**config.mk**
```make
export PLATFORM = sky130hd
export DESIGN_NAME = thread_regfile
export DESIGN_NICKNAME = d
export VERILOG_FILES = /design/src/rtl/thread_regfile_pkg.sv /design/src/rtl/thread_regfile.sv
export SDC_FILE = /design/constraint.sdc
export NUM_CORES = 1
export LEC_CHECK = 0
export CORE_ASPECT_RATIO = 1.25
export CORE_MARGIN = 1
export CORE_UTILIZATION = 40
export DETAILED_ROUTE_END_ITERATION = 8
export DONT_BUFFER_PORTS = 1
export PLACE_DENSITY_LB_ADDON = 0.25
export SETUP_SLACK_MARGIN = 0.5
export SLEW_MARGIN = 20
export SYNTH_ARGS = -nofsm -noshare
export SYNTH_HDL_FRONTEND = slang
export SYNTH_SLANG_ARGS = --single-unit
```
**constraint.sdc**
```tcl
create_clock -name clk -period 2.8 [get_ports clk]
set_clock_uncertainty 0.05 [all_clocks]
set_input_delay 0.56 -clock clk [delete_from_list [all_inputs] [get_ports clk]]
set_output_delay 0.56 -clock clk [all_outputs]
set_load 0.03 [all_outputs]
```
**src/rtl/thread_regfile_pkg.sv**
```systemverilog
// Shared core definitions: core FSM state codes, write-back mux codes,
// special-register indices and NZP flag bit positions.
package thread_regfile_pkg;

   localparam int unsigned NUM_REGS      = 16;
   localparam int unsigned REG_ADDR_BITS = 4;
   localparam int unsigned NZP_BITS      = 3;

   typedef enum logic [2:0] {
      CORE_IDLE    = 3'b000,
      CORE_FETCH   = 3'b001,
      CORE_DECODE  = 3'b010,
      CORE_REQUEST = 3'b011,
      CORE_WAIT    = 3'b100,
      CORE_EXECUTE = 3'b101,
      CORE_UPDATE  = 3'b110,
      CORE_DONE    = 3'b111
   } core_state_t;

   typedef enum logic [1:0] {
      MUX_ARITHMETIC = 2'b00,
      MUX_MEMORY     = 2'b01,
      MUX_CONSTANT   = 2'b10,
      MUX_RESERVED   = 2'b11
   } reg_input_mux_t;

   localparam int unsigned REG_BLOCK_IDX  = 13;
   localparam int unsigned REG_BLOCK_DIM  = 14;
   localparam int unsigned REG_THREAD_IDX = 15;

   localparam int unsigned NZP_NEG  = 0;
   localparam int unsigned NZP_ZERO = 1;
   localparam int unsigned NZP_POS  = 2;

endpackage

```
**src/rtl/thread_regfile.sv**
```systemverilog
// Per-thread register file: latches rs/rt operands in REQUEST, performs
// write-back and NZP capture in UPDATE. R13..R15 are read-only specials.
module thread_regfile
   import thread_regfile_pkg::*;
#(
   parameter int unsigned THREADS_PER_BLOCK = 4,
   parameter int unsigned THREAD_ID         = 0,
   parameter int unsigned DATA_BITS         = 8
) (
   input  logic                 clk,
   input  logic                 reset,
   input  logic                 enable,
   input  logic [7:0]           block_id,
   input  logic [2:0]           core_state,
   input  logic [3:0]           decoded_rs_address,
   input  logic [3:0]           decoded_rt_address,
   input  logic [3:0]           decoded_rd_address,
   input  logic                 decoded_reg_write_enable,
   input  logic [1:0]           decoded_reg_input_mux,
   input  logic [7:0]           decoded_immediate,
   input  logic                 decoded_nzp_write_enable,
   input  logic [DATA_BITS-1:0] alu_out,
   input  logic [DATA_BITS-1:0] lsu_out,
   output logic [DATA_BITS-1:0] rs,
   output logic [DATA_BITS-1:0] rt,
   output logic [2:0]           nzp
);

   logic [DATA_BITS-1:0] regs [NUM_REGS];
   logic [DATA_BITS-1:0] wb_data_c;
   logic                 wb_en_c;
   core_state_t          state_c;

   assign state_c = core_state_t'(core_state);

   // Write-back source selection; the reserved mux code and special
   // registers suppress the write entirely.
   always_comb begin
      wb_data_c = '0;
      wb_en_c   = 1'b0;
      unique case (reg_input_mux_t'(decoded_reg_input_mux))
         MUX_ARITHMETIC: begin wb_data_c = alu_out;                      wb_en_c = 1'b1; end
         MUX_MEMORY:     begin wb_data_c = lsu_out;                      wb_en_c = 1'b1; end
         MUX_CONSTANT:   begin wb_data_c = DATA_BITS'(decoded_immediate); wb_en_c = 1'b1; end
         default:        begin wb_data_c = '0;                           wb_en_c = 1'b0; end
      endcase
      if (!decoded_reg_write_enable ||
          decoded_rd_address >= REG_ADDR_BITS'(REG_BLOCK_IDX))
         wb_en_c = 1'b0;
   end

   always_ff @(posedge clk) begin
      if (reset) begin
         for (int i = 0; i < int'(REG_BLOCK_DIM); i++)
            regs[i] <= '0;
         regs[REG_BLOCK_DIM]  <= DATA_BITS'(THREADS_PER_BLOCK);
         regs[REG_THREAD_IDX] <= DATA_BITS'(THREAD_ID);
         rs  <= '0;
         rt  <= '0;
         nzp <= '0;
      end else if (enable) begin
         // One cycle of lag: a REQUEST in this cycle sees the previous block_id.
         regs[REG_BLOCK_IDX] <= DATA_BITS'(block_id);
         if (state_c == CORE_REQUEST) begin
            rs <= regs[decoded_rs_address];
            rt <= regs[decoded_rt_address];
         end
         if (state_c == CORE_UPDATE) begin
            if (wb_en_c)
               regs[decoded_rd_address] <= wb_data_c;
            if (decoded_nzp_write_enable)
               nzp <= alu_out[NZP_BITS-1:0];
         end
      end
   end

endmodule

```
==> metrics.yaml, run 1 <==
status: "complete, no violations"
power_leakage_nw: 2.90
netlist_top_cells_area: "edfxtp_1 51%, mux4_2 13%, mux2i_1 6.9%, nor2_1 5.9%, dfxtp_1 5.1%"
start_kind: "input port"
crit_slowest_cell: "nor4_4"
htreeDepth: 4
die_area_mm2: 0.0194
gp_congestion: 0.862
ys_warn_count: 0
power_mw: 5.03
ir_drop_mv: 0.425
path_delay_family: "simple AND/OR/NAND/NOR gates"
nets: 615
min_period_ps: 2050
crit_path_max_incr_delay_ps: 630
drv_slew: 0
synthAdderAreaFrac_pct: 0
hold_viol: 0
hpwl_um: 14200
synth_top_family_by_area: "multiplexers"
portBuffers: 0
crit_fanout: 36
diodes: 0
synth_compound_area_share_pct: 4.87
die_y_um: 155
synthMuxAreaShare_pct: 21.5
layout-drive-gt1-share_pct: 16.9
wl_per_cell_um: 24.2
final_common_cell: "edfxtp_1"
power_density_mw_per_mm2: 611
area_growth_syn_to_layout_pct: 9.40
insertion_delay_ps: 420
clockBufferDepth: 2
synth.yosys.seq_area_share_pct: 56.1
yosys.area_share.simple_pct: 14.1
synth-xor-area-share_pct: 0
slew_headroom_pct: 48.9
wirelength_um: 19400
rows: 55
syn_area_mm2: 0.00753
place_area_mm2: 0.00773
grtUsageTotal_pct: 21.0
grt_pass1_vias: 4815
ctsHoldBuffers: 0
fin_crit_sh_pct: 73.3
path_cells: "nand2b_1 -> nor4_4 -> nand3_2 -> nand2b_1"
synth_top_area_cell: "edfxtp_1"
design_area_mm2: 0.00824
final_cell_mix: "128 x edfxtp_1, 119 x nor2_1, 52 x mux2i_1, 43 x mux4_2, 24 x a22oi_1"
drtIter0Drc: 510
firstDrtPassIters: 5
max_freq_ghz: 0.488
dieWidth_um: 125
cts-buffers-inserted: 17
drc_errors: 0
grt_max_degree: 49
fin_cells: 801
final-setup-viol-count: 0
synthDistinctLibCells: 39
maxCapViolCount: 0
criticalPathCategory: "input port to register"
utilization_pct: 45.2
cts_setup_buffers: 0
fp.coreArea_mm2: 0.0182
finalSetupTns_ps: 0
grt-ovfl-total: 0
root_buffer: "clkbuf_16"
dp.cells: 770
worst_slew_pin_slew_ps: 766
clock_sinks: 147
worst_setup_path_end_kind: "register"
ys_ff_latch: 147
syn_inst: 559
pin_count: 73
hold_path.class: "input port to register"
start_util_pct: 41.3
cp.required_ps: 2840
cp_num_buf_inv: 0
cts_tree: "built"
r2r_setup_slack_ps: 1030
vias: 4823
via_per_inst: 6.02
ant_nets: 0
rsz0062_at_grt: "false"
grt_pass1_wl_um: 29100
antenna_found_initial: 0
cts_repair_resize_count: 0
cpMostUsedCell: "nand2b_1"
syn_area_per_cell_um2: 13.5
cts.clk_slew.worst_paths_ps: 60
worstPathArrival_ps: 2090
synth_top_area_share_pct: 51.0
[per-stage QoR]
stage / hold slack [ps] / setup slack (ps)
after floorplan: 535 / 644
after global placement: 557 / 380
after detailed placement: 559 / 305
after CTS: 145 / 757
after global routing: 155 / 634
final: 174 / 749
[worst reg2reg max path: cells and delay by family, from the launching register on]
family	cells	cell delay (ps)
flops	1	430
mux	2	810
compound gates	2	370
[cells by family after synthesis]
logic type / Yosys count
buffers and inverters: 49
multiplexers: 100
other: 2
AO/OA/AOI/OAI: 50
AND/OR/NAND/NOR: 211
flip-flops: 147
[path summary, 6_finish.rpt]
| kind | from | endpoint | cells past startpoint |
|---|---|---|---|
| worst min-delay path | reset | nzp[0] | 1 |
| worst min register to register | rt[2] | rt[2] | 2 |
| worst max register to register | regs[12][7] | rs[7] | 4 |
| worst max-delay path | reset | regs[11][2] | 4 |
[cell type report]
class,instances,area [um^2]
clock buffers,24,452
clock inverters,7,60.1
repair buffers,11,82.6
flip-flops and latches,147,4220
multi-input cells,377,3110
fillers,1594,10000
inverters,7,26.3
well taps,228,285
[cell usage after synthesis, drive strengths merged]
cell type and instances:
nor4b 2, o21ai 1, inv 7, nand3 20, nor4 2, o221ai 7, and2 9, clkbuf 22
a22oi 24, nand2 19, edfxtp 128, nor2 119, dfxtp 19, conb 2, a21oi 9, nand2b 16
mux2i 52, nor2b 7, nor3 3, or2 1, buf 20, a2bb2oi 1, a21o 7, nand4 9
or3 1, mux4 48, and3b 1, a21bo 1, nand3b 2
[power breakdown]
part / switching, mW / total, mW / internal (mW)
sequential: 0.0946 / 2.59 / 2.50
clock: 0.806 / 2.01 / 1.20
combinational: 0.225 / 0.432 / 0.207
total: 1.13 / 5.03 / 3.91
[registers in the layout (all words and copies together) (netlist names)]
name	cells
nzp	3
rt	8
regs	128
rs	8
[per-layer routing]
metal  track usage (%)  part of all wire (%)
met5                 0                     0
met4              8.89                   2.7
met3              5.02                   9.3
met2              32.8                    46
met1              27.9                    42
No activity file was read; power rests on OpenSTA's default activity.
==> run 2, diff against run 1 <==
--- a/config.mk
+++ b/config.mk
@@ -5,6 +5,7 @@
 export SDC_FILE = /design/constraint.sdc
 export NUM_CORES = 1
 export LEC_CHECK = 0
+export ABC_AREA = 1
 export CORE_ASPECT_RATIO = 1.25
 export CORE_MARGIN = 1
 export CORE_UTILIZATION = 40
==> constraint.sdc (replaced) <==
create_clock -name clk -period 2.1 [get_ports clk]
set_clock_uncertainty 0.05 [all_clocks]
set_input_delay 0.42 -clock clk [delete_from_list [all_inputs] [get_ports clk]]
set_output_delay 0.42 -clock clk [all_outputs]
set_load 0.03 [all_outputs]
==> metrics.yaml, run 2 <==
dieWidth_um: 131  # +5.3%
firstDrtPassIters: 5  # unchanged
synthDistinctLibCells: 21  # -46%
root_buffer: "clkbuf_16"
grt_pass1_vias: 6892  # +43%
fin_crit_sh_pct: 69.7
rows: 58  # +5.5%
start_kind: "input port"
async_reset_ff_share_pct: 0  # unchanged
grt_max_degree: 66  # +35%
start_util_pct: 41.2  # -0.14 points
vias: 7326  # +52%
worstPathArrival_ps: 1550  # -540 ps
htreeDepth: 4  # unchanged
cts.clk_slew.worst_paths_ps: 70  # about the same
crit_fanout: 8  # -78%
ff2ff_path_depth: 8  # +4
synth_most_common_cell: "nand2_1"
drc_errors: 0  # unchanged
pre_cts_ws_ps: 185  # -121 ps
grt_pass1_wl_um: 39200  # +35%
synth_top_area_cell: "edfxtp_1"
nets: 1178  # +92%
cp.required_ps: 2180  # -660 ps
synth-main-ff-cell: "edfxtp_1"
pin_count: 73  # unchanged
grt-ovfl-total: 0  # unchanged
grtUsageTotal_pct: 24.5  # +3.5 points
ctsHoldBuffers: 0  # unchanged
slew_headroom_pct: 63.5  # +15 points
wirelength_um: 25500  # +31%
hold_viol: 0  # unchanged
hold_path.class: "input port to register"
largest_reg_flops: 128  # unchanged
critPathCapture: "regs[6][2]"
cts-buffers-inserted: 17  # unchanged
worst_slew_pin_slew_ps: 545  # -221 ps
status: "complete, no violations"
diodes: 0  # unchanged
fin_ws_ps: 636  # -113 ps
utilization_pct: 46.8  # +1.6 points
cts_tree: "built"
clock_sinks: 147  # unchanged
drv_slew: 0  # unchanged
synth_edf_count: 128  # unchanged
power_density_mw_per_mm2: 768  # +26%
power_leakage_nw: 4.40  # +51%
ys_ff_latch: 147  # unchanged
largest-register: "regs"
die_area_mm2: 0.0215  # +11%
synth_common_cells: "292 x nand2_1, 241 x nand3_1, 171 x inv_1"
fp.coreArea_mm2: 0.0203  # +11%
layout-drive-gt1-share_pct: 9.67  # -7.3 points
wl_per_cell_um: 18.1  # -25%
final_common_cell: "nand2_1"
place_area_mm2: 0.00891  # +15%
final_cell_mix: "279 x nand2_1, 241 x nand3_1, 169 x inv_1, 157 x nor2_1, 128 x edfxtp_1"
die_y_um: 164  # +5.3%
final-setup-viol-count: 0  # unchanged
finalSetupTns_ps: 0  # unchanged
maxCapViolCount: 0  # unchanged
drtIter0Drc: 1152  # +130%
hpwl_um: 17200  # +22%
r2r_setup_slack_ps: 670  # -360 ps
reg2reg_to: "rt[2]"
worst_setup_path_end_kind: "register"
criticalPathCategory: "input port to register"
power_mw: 7.30  # +45%
design_area_mm2: 0.00950  # +15%
syn_area_mm2: 0.00836  # +11%
max_freq_ghz: 0.683
portBuffers: 0  # unchanged
r2r_start: "regs[1][2]"
min_period_ps: 1460
netlist_top_cells_area: "edfxtp_1 46%, nand3_1 14%, nand2_1 13%, inv_1 7.7%, nor2_1 7.1%"
synth_top_area_share_pct: 46.0  # -5.1 points
holdWs_ps: 52.6  # -122 ps
rsz0062_at_grt: "false"
dp.cells: 1375  # +79%
crit_start: "decoded_reg_input_mux[1]"
cts_repair_resize_count: 0  # unchanged
synth.yosys.seq_area_share_pct: 50.5  # -5.6 points
syn_area_per_cell_um2: 7.47  # -45%
syn_inst: 1119  # +100%
clockBufferDepth: 2  # unchanged
ir_drop_mv: 0.510  # +20%
ant_nets: 0  # unchanged
fin_cells: 1407  # +76%
via_per_inst: 5.21  # -14%
antenna_found_initial: 0  # unchanged
ys_warn_count: 0  # unchanged
area_growth_syn_to_layout_pct: 13.6
top_regs: "regs: 128 flops, rs: 8 flops, rt: 8 flops"
cts_setup_buffers: 0  # unchanged
insertion_delay_ps: 430  # about the same
gp_congestion: 0.929  # +7.8%
==> run 2: worst min-delay path by stage <==
stage          cells after the start        from           to  slack [ps]
3_3_place_gp                       0       reset  regs[14][6]         490
3_5_place_dp                       0       reset  regs[14][6]         490
4_1_cts                            0       reset  regs[14][6]          40
2_1_floorplan                      2  alu_out[1]       nzp[1]         500
5_1_grt                            0       reset  regs[14][6]          40
6_report                           0       reset  regs[14][6]          50
==> run 2: routing by layer <==
| layer | vias up | global-route usage, % | share of wire (%) |
|---|---|---|---|
| li1 | 3540 | - | - |
| met1 | 3426 | 28.9 | 39 |
| met2 | 290 | 42.5 | 50 |
| met3 | 70 | 3.63 | 5.9 |
| met4 | 0 | 14.7 | 4.9 |
| met5 | - | 0 | 0 |
==> run 2: layout make-up <==
| type | count | area [um^2] |
|---|---|---|
| fill | 2054 | 10800 |
| sequential | 147 | 4220 |
| multi-input combinational | 748 | 3380 |
| inverter | 174 | 663 |
| clock buffer | 20 | 489 |
| tap | 270 | 338 |
| timing repair buffer | 36 | 308 |
| clock inverter | 12 | 105 |
==> run 2: critical path, stage by stage <==
cell	delay, ps
inv_1	70
o21ai_1	100
nor2_2	220
nand2_4	130
nor3_4	380
nand2_4	100
nand2_4	130
==> run 2: cell families after synthesis <==
logic type	count (synthesis)	share of synthesized area, %
AO/OA/AOI/OAI	20	1.56
flip-flops	147	50.5
AND/OR/NAND/NOR	712	36.6
other	2	0.0898
buffers and inverters	238	11.2
==> run 2: report_power, final <==
| part | total [mW] | internal (mW) | switching, mW |
|---|---|---|---|
| registers | 3.40 | 3.32 | 0.0750 |
| logic | 0.849 | 0.264 | 0.585 |
| clock network | 3.05 | 1.73 | 1.32 |
==> run 3, diff against run 2 <==
==> constraint.sdc (replaced) <==
create_clock -name clk -period 1.3 [get_ports clk]
set_clock_uncertainty 0.05 [all_clocks]
set_input_delay 0.26 -clock clk [delete_from_list [all_inputs] [get_ports clk]]
set_output_delay 0.26 -clock clk [all_outputs]
set_load 0.03 [all_outputs]
==> metrics.yaml, run 3 (synthesized netlist as in run 2, its figures left out) <==
status: "finished with violations"
violations: "hold timing"
p_int_mw: 9.57  # +80%
htreeDepth: 4  # unchanged
switching_power_mw: 3.47  # +75%
insertion_delay_ps: 440  # about the same
power_leakage_nw: 5.10  # +16%
rsz0062_at_grt: "true"
pin_count: 73  # unchanged
via_per_inst: 5.37  # +3.1%
grt-ovfl-total: 0  # unchanged
grt_pass1_wl_um: 39300  # +0.28%
combPwrFrac_pct: 16.4  # +4.8 points
fp.coreArea_mm2: 0.0203  # unchanged
final-setup-viol-count: 0  # unchanged
layout-drive-gt1-share_pct: 42.8  # +33 points
vias: 7820  # +6.7%
drc_errors: 0  # unchanged
diodes: 0  # unchanged
maxCapViolCount: 0  # unchanged
hp-start: "reset"
holdWs_ps: -101  # -153 ps
nets: 1229  # +4.3%
pre_cts_ws_ps: -313  # -497 ps
hpwl_um: 17300  # +0.29%
crit_fanout: 2  # -6
clkPwrFrac_pct: 41.5  # -0.3 points
hold_path.class: "input port to register"
final_common_cell: "nand2_1"
max_freq_ghz: 0.827
power_density_mw_per_mm2: 1070  # +40%
worstPathArrival_ps: 900  # -650 ps
crit_path_max_incr_delay_ps: 340  # -40 ps
dieWidth_um: 131  # unchanged
hold_viol: 32  # +32
reg2reg_to: "rt[1]"
r2r_start: "regs[3][1]"
largest_reg_flops: 128  # unchanged
drv_slew: 0  # unchanged
p_seq_share_pct: 42.1  # -4.4 points
clock_sinks: 147  # unchanged
clockBufferDepth: 2  # unchanged
ant_nets: 0  # unchanged
ctsHoldBuffers: 9  # +9
wirelength_um: 27300  # +7.2%
slew_headroom_pct: 63.7  # +0.21 points
cp_num_buf_inv: 1  # unchanged
start_kind: "register"
switching_share_pct: 26.6  # -0.57 points
ir_drop_mv: 1.09  # +110%
die_y_um: 164  # unchanged
wl_per_cell_um: 18.7  # +3.5%
worst_slew_pin_slew_ps: 543  # -1.80 ps
crit_slowest_cell: "dfxtp_2"
antenna_found_initial: 0  # unchanged
r2r_setup_slack_ps: 100  # -570 ps
final_cell_mix: "242 x nand2_1, 138 x nand3_2, 128 x edfxtp_1, 104 x inv_1, 98 x nand3_1"
cts.clk_slew.worst_paths_ps: 70  # about the same
fin_crit_sh_pct: 93.0
worst_setup_path_end_kind: "output pin"
grt_max_degree: 66  # unchanged
path_cells: "buf_6"
whs_path_depth: 0  # unchanged
cp.required_ps: 990  # -1190 ps
firstDrtPassIters: 6  # +1
hold-path-endpoint: "regs[14][7]"
portBuffers: 0  # unchanged
cts-buffers-inserted: 17  # unchanged
grt_pass1_vias: 7128  # +3.4%
root_buffer: "clkbuf_16"
cts_tree: "built"
start_util_pct: 41.2  # unchanged
top_regs: "regs: 128 flops, rs: 8 flops, rt: 8 flops"
ff2ff_path_depth: 8  # unchanged
die_area_mm2: 0.0215  # unchanged
rows: 58  # unchanged
fin_ws_ps: 91.1  # -545 ps
gp_congestion: 0.901  # -3.0%
min_period_ps: 1210
utilization_pct: 59.9  # +13 points
largest-register: "regs"
drtIter0Drc: 727  # -37%
criticalPathCategory: "register to output pin"
area_growth_syn_to_layout_pct: 45.4
grtUsageTotal_pct: 24.3  # -0.21 points
path_delay_family: "flip-flops"
[run 3: worst max path at each step]
stage | slack [ps] | endpoint | cells past startpoint | startpoint
2_1_floorplan | -290 | regs[10][0] | 7 | decoded_rd_address[0]
3_3_place_gp | -300 | regs[8][3] | 8 | core_state[1]
3_5_place_dp | -310 | regs[10][4] | 9 | core_state[1]
4_1_cts | 70 | rs[2] | 1 | rs[2]
5_1_grt | 60 | rt[3] | 8 | regs[10][3]
6_report | 90 | rs[2] | 1 | rs[2]
[run 3: repair_timing]
action | in CTS | in global routing
hold endpoints to repair | 41 | 32
resized for setup | 211 | 242
pin swaps | 112 | 70
setup endpoints to repair | 246 | 244
cloned | 0 | 5
setup buffers | 2 | 3
[run 3: power groups by stage]
stage	logic [mW]	registers, mW	clock network [mW]
4_1_cts	1.79	5.48	5.45
3_3_place_gp	1.58	5.56	0
3_5_place_dp	1.59	5.57	0
5_1_grt	2.28	5.51	5.62
6_report	2.13	5.49	5.42
2_1_floorplan	1.31	5.55	0
[run 3: layer usage]
metal  GRT usage, %  vias to the layer above  routed length, um  share of wire, %
li1               -                     3651                  -                 -
met1           31.9                     3636              11100                40
met2           38.9                      446              12800                47
met3           3.51                       87               2310               8.4
met4           13.2                        0               1120               4.1
met5              0                        -                  0                 0
[run 3: cell type report]
type / count / area [um^2]
timing repair buffer: 87 / 1200
multi-input combinational: 748 / 5000
sequential: 147 / 4270
inverter: 174 / 727
clock buffer: 19 / 433
tap: 270 / 338
clock inverter: 12 / 204
fill: 1692 / 8160
[run 3: stage by stage]
step	power [mW]	TNS (ps)	area (um^2)	std cells
after global routing	13.4	0	12200	1457
final	13.0	0	12200	1457
after floorplan	6.86	-23370	9330	1133
after CTS	12.7	0	11100	1449
after detailed placement	7.16	-50800	9610	1407
after global placement	7.15	-47420	9610	1407
